### src/rtl/rgb_stream_packer.sv
// Packs 24-bit RGB pixels as BGR888 into 32-bit AXI-Stream words (4 pixels -> 3 words).
// Optional statistics counters are enabled with `define PACKER_STATS_EN.
`timescale 1ns/1ps

module rgb_stream_packer #(
   parameter int DATA_WIDTH   = 32,
   parameter int BYTE_PER_PIX = 3
) (
   input  logic                      aclk,
   input  logic                      areset,
   input  logic [7:0]                r,
   input  logic [7:0]                g,
   input  logic [7:0]                b,
   input  logic                      valid,
   input  logic                      sof,
   input  logic                      eol,
   output logic                      in_stream_ready,
   output logic [DATA_WIDTH-1:0]     out_stream_tdata,
   output logic [DATA_WIDTH/8-1:0]   out_stream_tkeep,
   output logic                      out_stream_tlast,
   output logic                      out_stream_tuser,
   output logic                      out_stream_tvalid,
   input  logic                      out_stream_tready
`ifdef PACKER_STATS_EN
   ,
   output logic [15:0]               frame_count,
   output logic [15:0]               misalign_count
`endif
);

   localparam int PIX_W  = 8 * BYTE_PER_PIX;
   localparam int KEEP_W = DATA_WIDTH / 8;

   // Pixel as a byte vector: byte 0 = b, byte 1 = g, byte 2 = r.
   logic [PIX_W-1:0]      pix;
   logic                  out_free;
   logic                  ready;
   logic                  accept;
   logic                  misalign;
   logic [1:0]            eff_phase;
   logic                  sof_now;

   logic [1:0]            phase_q, phase_d;
   logic [PIX_W-1:0]      left_q, left_d;
   logic                  sof_pending_q, sof_pending_d;
   logic                  flush_pending_q, flush_pending_d;
   logic [DATA_WIDTH-1:0] flush_data_q, flush_data_d;
   logic [KEEP_W-1:0]     flush_keep_q, flush_keep_d;

   logic [DATA_WIDTH-1:0] tdata_q, tdata_d;
   logic [KEEP_W-1:0]     tkeep_q, tkeep_d;
   logic                  tlast_q, tlast_d;
   logic                  tuser_q, tuser_d;
   logic                  tvalid_q, tvalid_d;

   logic                  emit;
   logic [DATA_WIDTH-1:0] word_data;
   logic [KEEP_W-1:0]     word_keep;
   logic                  word_last;
   logic                  word_user;

   always_comb begin
      pix       = {r, g, b};
      out_free  = !tvalid_q || out_stream_tready;
      ready     = out_free && !flush_pending_q && !areset;
      accept    = valid && ready;
      misalign  = accept && sof && (phase_q != 2'd0);
      // A misplaced start-of-frame abandons the held bytes and restarts the group.
      eff_phase = misalign ? 2'd0 : phase_q;
      sof_now   = sof_pending_q || (accept && sof);
   end

   always_comb begin
      phase_d         = phase_q;
      left_d          = left_q;
      sof_pending_d   = sof_pending_q;
      flush_pending_d = flush_pending_q;
      flush_data_d    = flush_data_q;
      flush_keep_d    = flush_keep_q;
      emit            = 1'b0;
      word_data       = '0;
      word_keep       = '0;
      word_last       = 1'b0;
      word_user       = 1'b0;

      if (accept) begin
         left_d        = pix;
         phase_d       = eol ? 2'd0 : eff_phase + 2'd1;
         sof_pending_d = sof_now;
         case (eff_phase)
            2'd0: begin
               if (eol) begin
                  emit      = 1'b1;
                  word_data = {8'h00, pix};
                  word_keep = 4'b0111;
                  word_last = 1'b1;
               end
            end
            2'd1: begin
               emit      = 1'b1;
               word_data = {pix[7:0], left_q};
               word_keep = 4'b1111;
               if (eol) begin
                  flush_pending_d = 1'b1;
                  flush_data_d    = {16'h0000, pix[23:8]};
                  flush_keep_d    = 4'b0011;
               end
            end
            2'd2: begin
               emit      = 1'b1;
               word_data = {pix[15:0], left_q[23:8]};
               word_keep = 4'b1111;
               if (eol) begin
                  flush_pending_d = 1'b1;
                  flush_data_d    = {24'h000000, pix[23:16]};
                  flush_keep_d    = 4'b0001;
               end
            end
            default: begin
               emit      = 1'b1;
               word_data = {pix, left_q[23:16]};
               word_keep = 4'b1111;
               word_last = eol;
            end
         endcase
         if (emit) begin
            word_user     = sof_now;
            sof_pending_d = 1'b0;
         end
      end
   end

   // Output register: an accept only happens when the slot is free, and no
   // accept can coincide with a pending flush, so the two loads never collide.
   always_comb begin
      tdata_d  = tdata_q;
      tkeep_d  = tkeep_q;
      tlast_d  = tlast_q;
      tuser_d  = tuser_q;
      tvalid_d = tvalid_q;
      if (out_free) begin
         if (emit) begin
            tvalid_d = 1'b1;
            tdata_d  = word_data;
            tkeep_d  = word_keep;
            tlast_d  = word_last;
            tuser_d  = word_user;
         end else if (flush_pending_q) begin
            tvalid_d = 1'b1;
            tdata_d  = flush_data_q;
            tkeep_d  = flush_keep_q;
            tlast_d  = 1'b1;
            tuser_d  = 1'b0;
         end else begin
            tvalid_d = 1'b0;
         end
      end
   end

   // The flush clear lives here because only the output side knows when the
   // flush word has actually been loaded.
   logic flush_pending_nx;
   always_comb begin
      flush_pending_nx = flush_pending_d;
      if (out_free && !emit && flush_pending_q) begin
         flush_pending_nx = 1'b0;
      end
   end

   always_ff @(posedge aclk) begin
      if (areset) begin
         phase_q         <= 2'd0;
         left_q          <= '0;
         sof_pending_q   <= 1'b0;
         flush_pending_q <= 1'b0;
         flush_data_q    <= '0;
         flush_keep_q    <= '0;
         tdata_q         <= '0;
         tkeep_q         <= '0;
         tlast_q         <= 1'b0;
         tuser_q         <= 1'b0;
         tvalid_q        <= 1'b0;
      end else begin
         phase_q         <= phase_d;
         left_q          <= left_d;
         sof_pending_q   <= sof_pending_d;
         flush_pending_q <= flush_pending_nx;
         flush_data_q    <= flush_data_d;
         flush_keep_q    <= flush_keep_d;
         tdata_q         <= tdata_d;
         tkeep_q         <= tkeep_d;
         tlast_q         <= tlast_d;
         tuser_q         <= tuser_d;
         tvalid_q        <= tvalid_d;
      end
   end

   assign in_stream_ready   = ready;
   assign out_stream_tdata  = tdata_q;
   assign out_stream_tkeep  = tkeep_q;
   assign out_stream_tlast  = tlast_q;
   assign out_stream_tuser  = tuser_q;
   assign out_stream_tvalid = tvalid_q;

`ifdef PACKER_STATS_EN
   logic [15:0] frame_cnt_q;
   logic [15:0] misalign_cnt_q;

   always_ff @(posedge aclk) begin
      if (areset) begin
         frame_cnt_q    <= 16'h0000;
         misalign_cnt_q <= 16'h0000;
      end else begin
         if (tvalid_q && out_stream_tready && tuser_q && (frame_cnt_q != 16'hFFFF)) begin
            frame_cnt_q <= frame_cnt_q + 16'd1;
         end
         if (misalign && (misalign_cnt_q != 16'hFFFF)) begin
            misalign_cnt_q <= misalign_cnt_q + 16'd1;
         end
      end
   end

   assign frame_count    = frame_cnt_q;
   assign misalign_count = misalign_cnt_q;
`endif

endmodule

### config.mk
export PLATFORM = sky130hd
export DESIGN_NAME = rgb_stream_packer
export DESIGN_NICKNAME = d
export VERILOG_FILES = /design/src/rtl/rgb_stream_packer.sv
export SDC_FILE = /design/constraint.sdc
export NUM_CORES = 1
export LEC_CHECK = 0
export CAP_MARGIN = 20
export CORE_MARGIN = 2
export CORE_UTILIZATION = 35
export DETAILED_ROUTE_END_ITERATION = 10
export SETUP_SLACK_MARGIN = 0.2
export SYNTH_ARGS = -nofsm -noshare
export SYNTH_HDL_FRONTEND = slang
export SYNTH_SLANG_ARGS = --single-unit
### constraint.sdc
create_clock -name aclk -period 3.1 [get_ports aclk]
set_input_delay 0.62 -clock aclk [delete_from_list [all_inputs] [get_ports aclk]]
set_output_delay 0.62 -clock aclk [all_outputs]
set_load 0.01 [all_outputs]
==> results by group <==
Routing
  – Vias per cell: between 5 and 6
  – DRT iter0 DRCs: 278
  – Total number of vias: roughly 3700
  – Post-route ant nets: 0
  – 1st-pass router iterations: 7
  – DRC: 0
  – Routed len/inst: between 15 and 20 um
  – Final WL: 12.4 mm

Timing
  – Final Critical Period: 2830 ps
  – RSZ-0062 raised after global routing: false
  – Setup TNS: 0 ps
  – Least-Margin Pin Slew: between 700 and 800 ps
  – Slew headroom: 53.2%
  – Setup Skew: slightly above 3 ps
  – Max Freq: roughly 350 MHz
  – Final hold vios: 0
  – Tcrit/Tclk final: 91.2%
  – Final Max Tran Viols: 0
  – Final setup fails: 0
  – Final setup margin: 274 ps

Finish
  – Util after Layout: 47.3%
  – Inserted Diodes: 0
  – Final instance area: 0.00536 mm2
  – # fillers: 1089
  – Layout area overhead: 33.2%
  – Net total in the final layout: 565
  – Share of cells above drive strength 1: 13.3%

Placed design
  – DP HPWL: 8.05 mm
  – Placed cell area: 0.00492 mm2
  – Placement Setup Slack: -184 ps
  – Routability Congestion: between 0.7 and 0.8
  – Port buffer count: 69

Clock network
  – Root buffer cell: clkbuf_16
  – Clock sinks: 85
  – Hold buffer count at cts: 0
  – CTS tree: built
  – TritonCTS buffer count: 9
  – Clock latency on the worst-skew pair: 340 ps
  – CTS max path bufs: 2
  – Htree depth: 3
  – Worst-path clk slew: about 60 ps

Synth
  – Mapped Area: approximately 0.0040 mm2
  – Synthesized area per cell: 8.72 um2
  – Yosys cell types: 34
  – Top_reg_cell synth: dfxtp_1
  – Post-synthesis sequential area ratio: 42.3%
  – Mapped Cells: 461
  – Seq cells post-synth: 85
  – Yosys warning count: 0
  – Ys async rst share: 0%
  – Syn nets: 496
  – Post-synth EDFFs: 0

Global route
  – First-pass GRT wire length: approximately 19 mm
  – Pin count of the biggest net entering global routing: 57
  – Total global-route track usage: 19.4%
  – Initial antenna violation count: 0
  – GR Overflow Total: 0
  – Vias in the first global route: 3529

Power
  – Total Power: 0.00259 W
  – Leakage: between 1.5 and 2 nW
  – Pwr Density: approximately 480 mW/mm2
  – VDD IR max: 0.223 mV

Critical path
  – Worst Setup End Kind: output port
  – Crit Path Class: in -> out
  – RR Endpoint: out_stream_tdata[23]
  – Critical Path Fanout Max: 5
  – RR Startpoint: flush_pending_q
  – WP data arrival: approximately 2200 ps
  – Critical Path Source Type: primary input
  – Req. time, crit path: 2480 ps
  – Cells on worst reg2reg path: 11
  – R2R setup slack: 680 ps

Worst hold path
  – Hold Path Cell Cnt: 2
  – WHS Endpoint: flush_data_q[12]
  – Worst Hold Class: reg -> reg
  – Hold path start: flush_data_q[12]

Die
  – Die area: 0.0124 mm2
  – # IOs: 70
  – Die Ht: 111 um
  – Chip width: 111 um
  – Starting Density: between 30% and 40%
  – Core area: 0.0113 mm2
  – Row count: 39

Flow run
  – Max Cap Violations: 0

Run status
  – Status: finished, final reports clean
-- sequential cells by signal, summed over array words and instances, names as in the netlist --
name               count
out_stream_tdata      32
left_q                24
flush_data_q          16
out_stream_tkeep       4
flush_keep_q           2
phase_q                2
flush_pending_q        1
out_stream_tlast       1
out_stream_tuser       1
out_stream_tvalid      1
sof_pending_q          1
-- logic make-up (layout without fill, tap and decap cells) --
logic type      Yosys count  in the layout  share of synthesized area (%)
mux                       9              9                           2.24
compound gates          172            172                           29.4
simple gates            138            139                           18.3
flops                    85             85                           42.3
fa+ha+maj                 5              5                           1.56
buf+inv                  52            124                           6.22
-- report_power, final --
group	switching, W	internal (W)
logic	0.000168	0.000158
registers	0.0000346	0.00114
clock network	0.000430	0.000661
-- timing repair --
| action | in CTS | in global routing |
|---|---|---|
| setup endpoints to repair | 24 | 24 |
| resized for setup | 1 | 7 |
| buffers inserted | 4 | 3 |
| cloned | 0 | 1 |
| pin swaps | 1 | 2 |
-- layout by cell type (no fill, tap or decap), types with 10 or more instances in the layout --
master           count
nand2b_1            27
buf_4               19
a22o_1              17
o21ai_0             33
dfxtp_1             85
clkdlybuf4s50_1     68
a21oi_1             45
a221o_1             24
or2_2               16
nor2_1              18
inv_1               10
nand2_1             47
a22oi_1             40
-- stage by stage --
step | std cells | hold WS (ps)
after floorplan | 461 | 432
after global placement | 654 | 438
after detailed placement | 654 | 446
after CTS | 673 | 454
after global routing | 677 | 478
final | 677 | 450
-- routing by layer --
layer	global-route usage [%]	vias up	share of wire, %
li1	-	1816	-
met1	25.2	1797	46
met2	32.0	99	47
met3	3.94	20	4.7
met4	7.16	0	2.4
met5	0	-	0
-- worst max path at each step --
stage	startpoint	to	slack (ps)	cells past startpoint
final	out_stream_tready	in_stream_ready	270	4
after floorplan	out_stream_tready	out_stream_tdata[7]	520	12
after detailed placement	areset	out_stream_tdata[5]	-180	11
after global placement	areset	out_stream_tdata[1]	-90	11
after global routing	out_stream_tready	out_stream_tdata[22]	210	12
after CTS	areset	flush_data_q[0]	150	10
-- cell type report --
class                   instances  area, um2  area share (%)
clock buffers                  11        253            4.72
flip-flops and latches         85       1700            31.8
inverters                      10       37.5           0.701
well taps                     143        179            3.34
repair buffers                 99       1040            19.5
clock inverters                 4       47.5           0.888
multi-input cells             325       2090            39.1
-- synth_stat cells, types with 10 or more instances --
cell type,instances,area [um2]
a21oi_1,46,230
o21ai_0,33,165
a22oi_1,40,300
a221o_1,24,240
or2_2,16,100
a22o_1,17,149
nand2_1,47,176
inv_1,10,37.5
nor2_1,19,71.3
dfxtp_1,85,1700
buf_2,17,85.1
nand2b_1,27,169
clkbuf_1,19,71.3
-- worst max-delay path, stage by stage --
cell	delay, ps
clkdlybuf4s50_1	420
nor2b_1	560
nor2_1	100
clkdlybuf4s50_1	500
(Power assumes the default switching activity.)
